==> config.mk <==
export PLATFORM = sky130hd
export DESIGN_NAME = frobenius_norm_scheduler
export DESIGN_NICKNAME = d
export VERILOG_FILES = /design/src/rtl/frob_sched_pkg.sv /design/src/rtl/valid_delay_line.sv /design/src/rtl/frobenius_norm_scheduler.sv
export SDC_FILE = /design/constraint.sdc
export NUM_CORES = 1
export LEC_CHECK = 0
export BUFFER_PORTS_ARGS = -buffer_cell sky130_fd_sc_hd__buf_4
export CAP_MARGIN = 30
export CORE_MARGIN = 2
export CORE_UTILIZATION = 35
export CTS_CLUSTER_SIZE = 12
export DETAILED_ROUTE_END_ITERATION = 10
export SLEW_MARGIN = 5
export SYNTH_ARGS = -nofsm -noshare
export SYNTH_HDL_FRONTEND = slang
export SYNTH_SLANG_ARGS = --single-unit
export TNS_END_PERCENT = 50
==> constraint.sdc <==
create_clock -name clk -period 3.1 [get_ports clk]
set_input_delay 0.62 -clock clk [delete_from_list [all_inputs] [get_ports clk]]
set_output_delay 0.62 -clock clk [all_outputs]
set_load 0.02 [all_outputs]
==> src/rtl/frob_sched_pkg.sv <==
// Shared types and elaboration-time helpers for the Frobenius-norm scheduler.
package frob_sched_pkg;

    typedef enum logic [2:0] {
        StIdle,
        StIssue,
        StWaitSum,
        StSqrt,
        StDone
    } frob_state_t;

    function automatic int unsigned idx_w(input int unsigned n);
        return (n > 1) ? $clog2(n) : 1;
    endfunction

    function automatic int unsigned calc_n(input int unsigned a, input int unsigned b);
        return a * b;
    endfunction

    // Issue-relative cycle carrying sqrt_en.
    function automatic int unsigned calc_t_sqrt(input int unsigned a, input int unsigned b,
                                                input int unsigned m, input int unsigned acc);
        return calc_n(a, b) - 1 + m + acc;
    endfunction

    // Issue-relative cycle carrying done.
    function automatic int unsigned calc_t_done(input int unsigned a, input int unsigned b,
                                                input int unsigned m, input int unsigned acc,
                                                input int unsigned s);
        return calc_t_sqrt(a, b, m, acc) + s;
    endfunction

    function automatic int unsigned cnt_w(input int unsigned a, input int unsigned b,
                                          input int unsigned m, input int unsigned acc,
                                          input int unsigned s);
        return idx_w(calc_t_done(a, b, m, acc, s) + 1);
    endfunction

endpackage

==> src/rtl/valid_delay_line.sv <==
// Fixed-depth 1-bit valid pipeline with async clear and synchronous flush (DEPTH >= 1).
module valid_delay_line #(
    parameter int unsigned DEPTH = 1
) (
    input  logic clk_i,
    input  logic rst_ni,
    input  logic flush_i,
    input  logic in_i,
    output logic out_o
);

    logic [DEPTH-1:0] sr_q, sr_d;

    generate
        if (DEPTH == 1) begin : g_single
            assign sr_d = in_i;
        end else begin : g_multi
            assign sr_d = {sr_q[DEPTH-2:0], in_i};
        end
    endgenerate

    always_ff @(posedge clk_i or negedge rst_ni) begin
        if (!rst_ni) begin
            sr_q <= '0;
        end else if (flush_i) begin
            sr_q <= '0;
        end else begin
            sr_q <= sr_d;
        end
    end

    assign out_o = sr_q[DEPTH-1];

endmodule

==> src/rtl/frobenius_norm_scheduler.sv <==
// Round-robin sequencer for a shared serial Frobenius-norm datapath (mult -> acc -> sqrt).
// Optional mid-job abort on req deassertion: define FROB_SCHED_ABORT_EN.
module frobenius_norm_scheduler
    import frob_sched_pkg::*;
#(
    parameter int unsigned SIZE_A   = 8,
    parameter int unsigned SIZE_B   = 8,
    parameter int unsigned CYCLES_M = 5,
    parameter int unsigned CYCLES_A = 7,
    parameter int unsigned CYCLES_S = 30,
    parameter int unsigned NUM_REQ  = 2
) (
    input  logic                       clk,
    input  logic                       rst,
    input  logic [NUM_REQ-1:0]         req,
    output logic [NUM_REQ-1:0]         gnt,
    output logic [idx_w(SIZE_A)-1:0]   row_idx,
    output logic [idx_w(SIZE_B)-1:0]   col_idx,
    output logic                       mult_en,
    output logic                       acc_en,
    output logic                       acc_new,
    output logic                       sqrt_en,
    input  logic                       unit_flag,
    output logic [NUM_REQ-1:0]         done,
    output logic                       err,
    output logic                       busy
);

    localparam int unsigned RowW = idx_w(SIZE_A);
    localparam int unsigned ColW = idx_w(SIZE_B);
    localparam int unsigned PtrW = idx_w(NUM_REQ);
    localparam int unsigned CntW = cnt_w(SIZE_A, SIZE_B, CYCLES_M, CYCLES_A, CYCLES_S);

    localparam logic [CntW-1:0] LastIssue = CntW'(calc_n(SIZE_A, SIZE_B) - 1);
    localparam logic [CntW-1:0] SqrtAt    = CntW'(calc_t_sqrt(SIZE_A, SIZE_B, CYCLES_M, CYCLES_A));
    localparam logic [CntW-1:0] SqrtLast  =
        CntW'(calc_t_done(SIZE_A, SIZE_B, CYCLES_M, CYCLES_A, CYCLES_S) - 1);
    localparam logic [ColW-1:0] ColLast   = ColW'(SIZE_B - 1);
    localparam logic [PtrW-1:0] PtrLast   = PtrW'(NUM_REQ - 1);

    frob_state_t       state_q, state_d;
    logic [CntW-1:0]   cnt_q, cnt_d;
    logic [RowW-1:0]   row_q, row_d;
    logic [ColW-1:0]   col_q, col_d;
    logic [NUM_REQ-1:0] gnt_q, gnt_d;
    logic [PtrW-1:0]   gidx_q, gidx_d;
    logic [PtrW-1:0]   ptr_q, ptr_d;
    logic              err_q, err_d;

    logic              flush;
    logic              issue_first;
    logic              in_job;
    logic              found;
    logic [PtrW-1:0]   pick;
    logic [PtrW-1:0]   scan;

    function automatic logic [PtrW-1:0] next_idx(input logic [PtrW-1:0] i);
        return (i == PtrLast) ? '0 : i + 1'b1;
    endfunction

    // First requester at or after the pointer, wrapping.
    always_comb begin
        found = 1'b0;
        pick  = ptr_q;
        scan  = ptr_q;
        for (int unsigned i = 0; i < NUM_REQ; i++) begin
            if (!found && req[scan]) begin
                pick  = scan;
                found = 1'b1;
            end
            scan = next_idx(scan);
        end
    end

    assign in_job      = (state_q == StIssue) || (state_q == StWaitSum) || (state_q == StSqrt);
    assign issue_first = (state_q == StIssue) && (cnt_q == '0);

    always_comb begin
        state_d = state_q;
        cnt_d   = cnt_q;
        row_d   = row_q;
        col_d   = col_q;
        gnt_d   = gnt_q;
        gidx_d  = gidx_q;
        ptr_d   = ptr_q;
        err_d   = err_q;
        sqrt_en = 1'b0;
        flush   = 1'b0;

        // Error window opens with the first product reaching the accumulator.
        if (acc_en || state_q == StWaitSum || state_q == StSqrt) begin
            err_d = err_q | unit_flag;
        end

        unique case (state_q)
            StIdle: begin
                if (found) begin
                    state_d = StIssue;
                    gnt_d   = NUM_REQ'(1) << pick;
                    gidx_d  = pick;
                    cnt_d   = '0;
                    row_d   = '0;
                    col_d   = '0;
                    err_d   = 1'b0;
                end
            end
            StIssue: begin
                cnt_d = cnt_q + 1'b1;
                if (cnt_q == LastIssue) begin
                    state_d = StWaitSum;
                    row_d   = '0;
                    col_d   = '0;
                end else if (col_q == ColLast) begin
                    col_d = '0;
                    row_d = row_q + 1'b1;
                end else begin
                    col_d = col_q + 1'b1;
                end
            end
            StWaitSum: begin
                cnt_d = cnt_q + 1'b1;
                if (cnt_q == SqrtAt) begin
                    sqrt_en = 1'b1;
                    state_d = (CYCLES_S <= 1) ? StDone : StSqrt;
                end
            end
            StSqrt: begin
                cnt_d = cnt_q + 1'b1;
                if (cnt_q == SqrtLast) begin
                    state_d = StDone;
                end
            end
            StDone: begin
                state_d = StIdle;
                gnt_d   = '0;
                ptr_d   = next_idx(gidx_q);
                cnt_d   = '0;
            end
            default: begin
                state_d = StIdle;
                gnt_d   = '0;
            end
        endcase

`ifdef FROB_SCHED_ABORT_EN
        if (in_job && !req[gidx_q]) begin
            state_d = StIdle;
            gnt_d   = '0;
            ptr_d   = next_idx(gidx_q);
            cnt_d   = '0;
            row_d   = '0;
            col_d   = '0;
            err_d   = 1'b0;
            sqrt_en = 1'b0;
            flush   = 1'b1;
        end
`endif
    end

    always_ff @(posedge clk or negedge rst) begin
        if (!rst) begin
            state_q <= StIdle;
            cnt_q   <= '0;
            row_q   <= '0;
            col_q   <= '0;
            gnt_q   <= '0;
            gidx_q  <= '0;
            ptr_q   <= '0;
            err_q   <= 1'b0;
        end else begin
            state_q <= state_d;
            cnt_q   <= cnt_d;
            row_q   <= row_d;
            col_q   <= col_d;
            gnt_q   <= gnt_d;
            gidx_q  <= gidx_d;
            ptr_q   <= ptr_d;
            err_q   <= err_d;
        end
    end

    valid_delay_line #(
        .DEPTH(CYCLES_M)
    ) u_acc_en_dly (
        .clk_i  (clk),
        .rst_ni (rst),
        .flush_i(flush),
        .in_i   (mult_en),
        .out_o  (acc_en)
    );

    valid_delay_line #(
        .DEPTH(CYCLES_M)
    ) u_acc_new_dly (
        .clk_i  (clk),
        .rst_ni (rst),
        .flush_i(flush),
        .in_i   (issue_first),
        .out_o  (acc_new)
    );

    assign mult_en = (state_q == StIssue);
    assign busy    = (state_q != StIdle);
    assign done    = (state_q == StDone) ? gnt_q : '0;
    assign gnt     = gnt_q;
    assign row_idx = row_q;
    assign col_idx = col_q;
    assign err     = err_q;

endmodule

==> results.yml <==
grt:
  first_global_vias: 1012
  grt_max_degree: 32
  track_usage: 0.138
  antenna_found_initial: 0
  grt_first_pass_wirelength_um: 4640
  grt-ovfl-total: 0
placed_design:
  dp_hpwl_um: 1910
  place_area_mm2: 0.00163
  gp_congestion: 0.822
  portBuffers: 20
floorplan:
  start_util: 0.362
  die_h_um: 68.1
  placementRows: 23
  io_pins: 21
  core_area_mm2: 0.00397
  die_w_um: 68.1
  die_area_mm2: 0.00464
cts:
  cts_buffer_depth: 2
  htreeDepth: 2
  holdBufCountCts: 0
  cts_resized: 0
  clk_pin_slew_worst_paths_ns: 0.07
  clk_latency_ns: 0.28
  cts_root_buf: "clkbuf_8"
  post-cts-setup-buffers: 0
  clock_sinks: 31
  tritoncts: "yes"
  cts_buffers: 5
detailed_routing:
  final_antenna_net_count: 0
  num_vias: 1079
  first_iter_violations: 47
  routed_wl_um: 2720
  drc: 0
  routedWlPerCell_um: 13.1
  firstDrtPassIters: 4
  via_per_inst: 5.19
critical_path:
  crit_fanout: 19
  crit_type: "reg -> out"
  r2r_cells: 5
  slowest_stage: "dfrtp_1"
  cp.required_ns: 2.48
  cp-end-kind: "output port"
  critPathMaxStageDelay_ns: 0.61
  cp_cell_sequence: "nor3_4 -> inv_1 -> buf_4"
  worst_setup_path_start_kind: "flip-flop"
  cp.arrival_ns: 1.58
synth:
  syn-num-nets: 145
  synthCells: 135
  ys_top_cells_by_area: "dfrtp_1 54%, ha_1 4.3%, nor2_1 3.7%, a21oi_1 2.4%, nand2_1 2.3%"
  ys_seq_elements: 31
  ys.warnings.count: 0
  ys_seq_area_frac: 0.539
  yosys_most_used_dff: "dfrtp_1"
  yosysMostFrequentCell: "dfrtp_1"
  yosysUniqueCellTypes: 42
  synthesis.area_mm2: 0.00144
  synth_edf_count: 0
  synthArstFlopShare: 1.00
  synth_top_area_frac: 0.539
  syn_avg_cell_area_um2: 10.7
  synth_common_cells: "31 x dfrtp_1, 14 x nor2_1, 9 x nand2_1, 7 x a21oi_1, 6 x nand3_1"
  yosysTopAreaCell: "dfrtp_1"
final_layout:
  seq_area_um2: 776
  nets: 167
  fill_cells: 376
  drive_gt1_frac: 0.215
  fin_area_mm2: 0.00175
  antenna_cells: 0
  area_growth_pct: 21.4
  multi_input_area_um2: 614
power_and_ir_drop:
  p_leak_nw: 0.778
  pwr-share-clk: 0.489
  p_per_area_mw_per_mm2: 472
  swShare: 0.188
  p_seq_frac: 0.491
  power_frac_comb: 0.020
  worst_ir_drop_vdd_v: 0.000159
  intPower_mw: 0.669
  total_power_mw: 0.824
  p_switching_mw: 0.155
timing:
  maxSlewViolCount: 0
  finalSetupTns_ns: 0
  hold_viol: 0
  finalClockSkew_ns: 0.00722
  fmaxAchievable_mhz: 454
  finalCritPeriodShare: 0.711
  rsz0062_at_grt: "false"
  setup_viol: 0
  max_slew_margin: 0.575
  holdWs_ns: 0.259
  worst_pin_slew_ns: 0.638
  fin_crit_ns: 2.20
outcome:
  run_status: "complete, no violations"
job:
  cap_violations: 0
hold_path:
  hold_path_class: "in -> async"
## cell usage in the layout (no fill, tap or decap), types with 2 or more instances in the layout
cell	instances
a21oi_1	7
a22o_1	3
a31oi_1	5
and3_1	3
buf_4	21
clkbuf_8	6
dfrtp_1	31
ha_1	5
inv_1	5
nand2_1	9
nand2b_1	3
nand3_1	6
nor2_1	14
nor2b_1	2
nor3_1	2
o21a_1	3
o21ai_1	3
o22ai_1	2
or3_1	2
xnor2_1	3
## layout make-up
cell class | instances | area share
clock buffers | 6 | 0.0473
multi-input cells | 93 | 0.352
clock inverters | 2 | 0.0201
flip-flops and latches | 31 | 0.444
inverters | 5 | 0.0107
repair buffers | 21 | 0.0903
well taps | 50 | 0.0358
## final timing paths
check                      slack (ns)                           start                        endpoint
min                              0.26                             rst  u_acc_en_dly.sr_q[0]$_DFF_PN0_
max in group asynchronous        2.55                             rst              gnt[0]$_DFFE_PN0P_
max                              0.90          state_q[2]$_DFFE_PN0P_                            busy
min in group clk                 0.35  u_acc_en_dly.sr_q[3]$_DFF_PN0_  u_acc_en_dly.sr_q[4]$_DFF_PN0_
max reg2reg                      1.32            cnt_q[1]$_DFFE_PN0P_          state_q[1]$_DFFE_PN0P_
min reg2reg                      0.35  u_acc_en_dly.sr_q[3]$_DFF_PN0_  u_acc_en_dly.sr_q[4]$_DFF_PN0_
## through the flow
stage               setup WS, ns  utilization  std cells
floorplan                   1.09            -        135
global placement            1.22        0.410        200
detailed placement          1.20        0.410        200
CTS                        0.872        0.440        208
global route               0.732        0.440        208
finish                     0.897        0.440        208
## cells by family after synthesis
kind of cell | synth area share
and+or+nand+nor | 0.189
AOI/OAI and AO/OA | 0.170
DFF | 0.539
buffers and inverters | 0.0339
adders and majority gates | 0.0435
xor gates and xnor gates | 0.0183
muxes | 0.00696
## flip-flops by register name, indices dropped and copies added (netlist names)
name / cells
cnt_q: 7
u_acc_en_dly.sr_q: 5
u_acc_new_dly.sr_q: 5
col_idx: 3
row_idx: 3
state_q: 3
gnt: 2
err: 1
gidx_q: 1
ptr_q: 1
## per-layer routing
metal | wire, µm | up-vias | track usage
met5 | 0 | - | 0
met4 | 54 | 0 | 0.0600
met3 | 115 | 5 | 0.0493
met2 | 1280 | 24 | 0.217
met1 | 1270 | 515 | 0.170
li1 | - | 535 | -
## worst max-delay path: cells and delay by family, from the launching register on
kind | cells | cell delay, ns
AND/OR/NAND/NOR | 1 | 0.46
buffers and inverters | 2 | 0.23
flip-flops | 1 | 0.61
## power by group through the flow
stage | clock [mW] | sequential (mW) | combinational [mW]
final | 0.403 | 0.405 | 0.0166
after global routing | 0.438 | 0.404 | 0.0193
after CTS | 0.415 | 0.404 | 0.0175
after detailed placement | 0 | 0.412 | 0.0176
after global placement | 0 | 0.412 | 0.0171
after floorplan | 0 | 0.412 | 0.00326
Note: power is estimated with default switching activity, not from simulation.
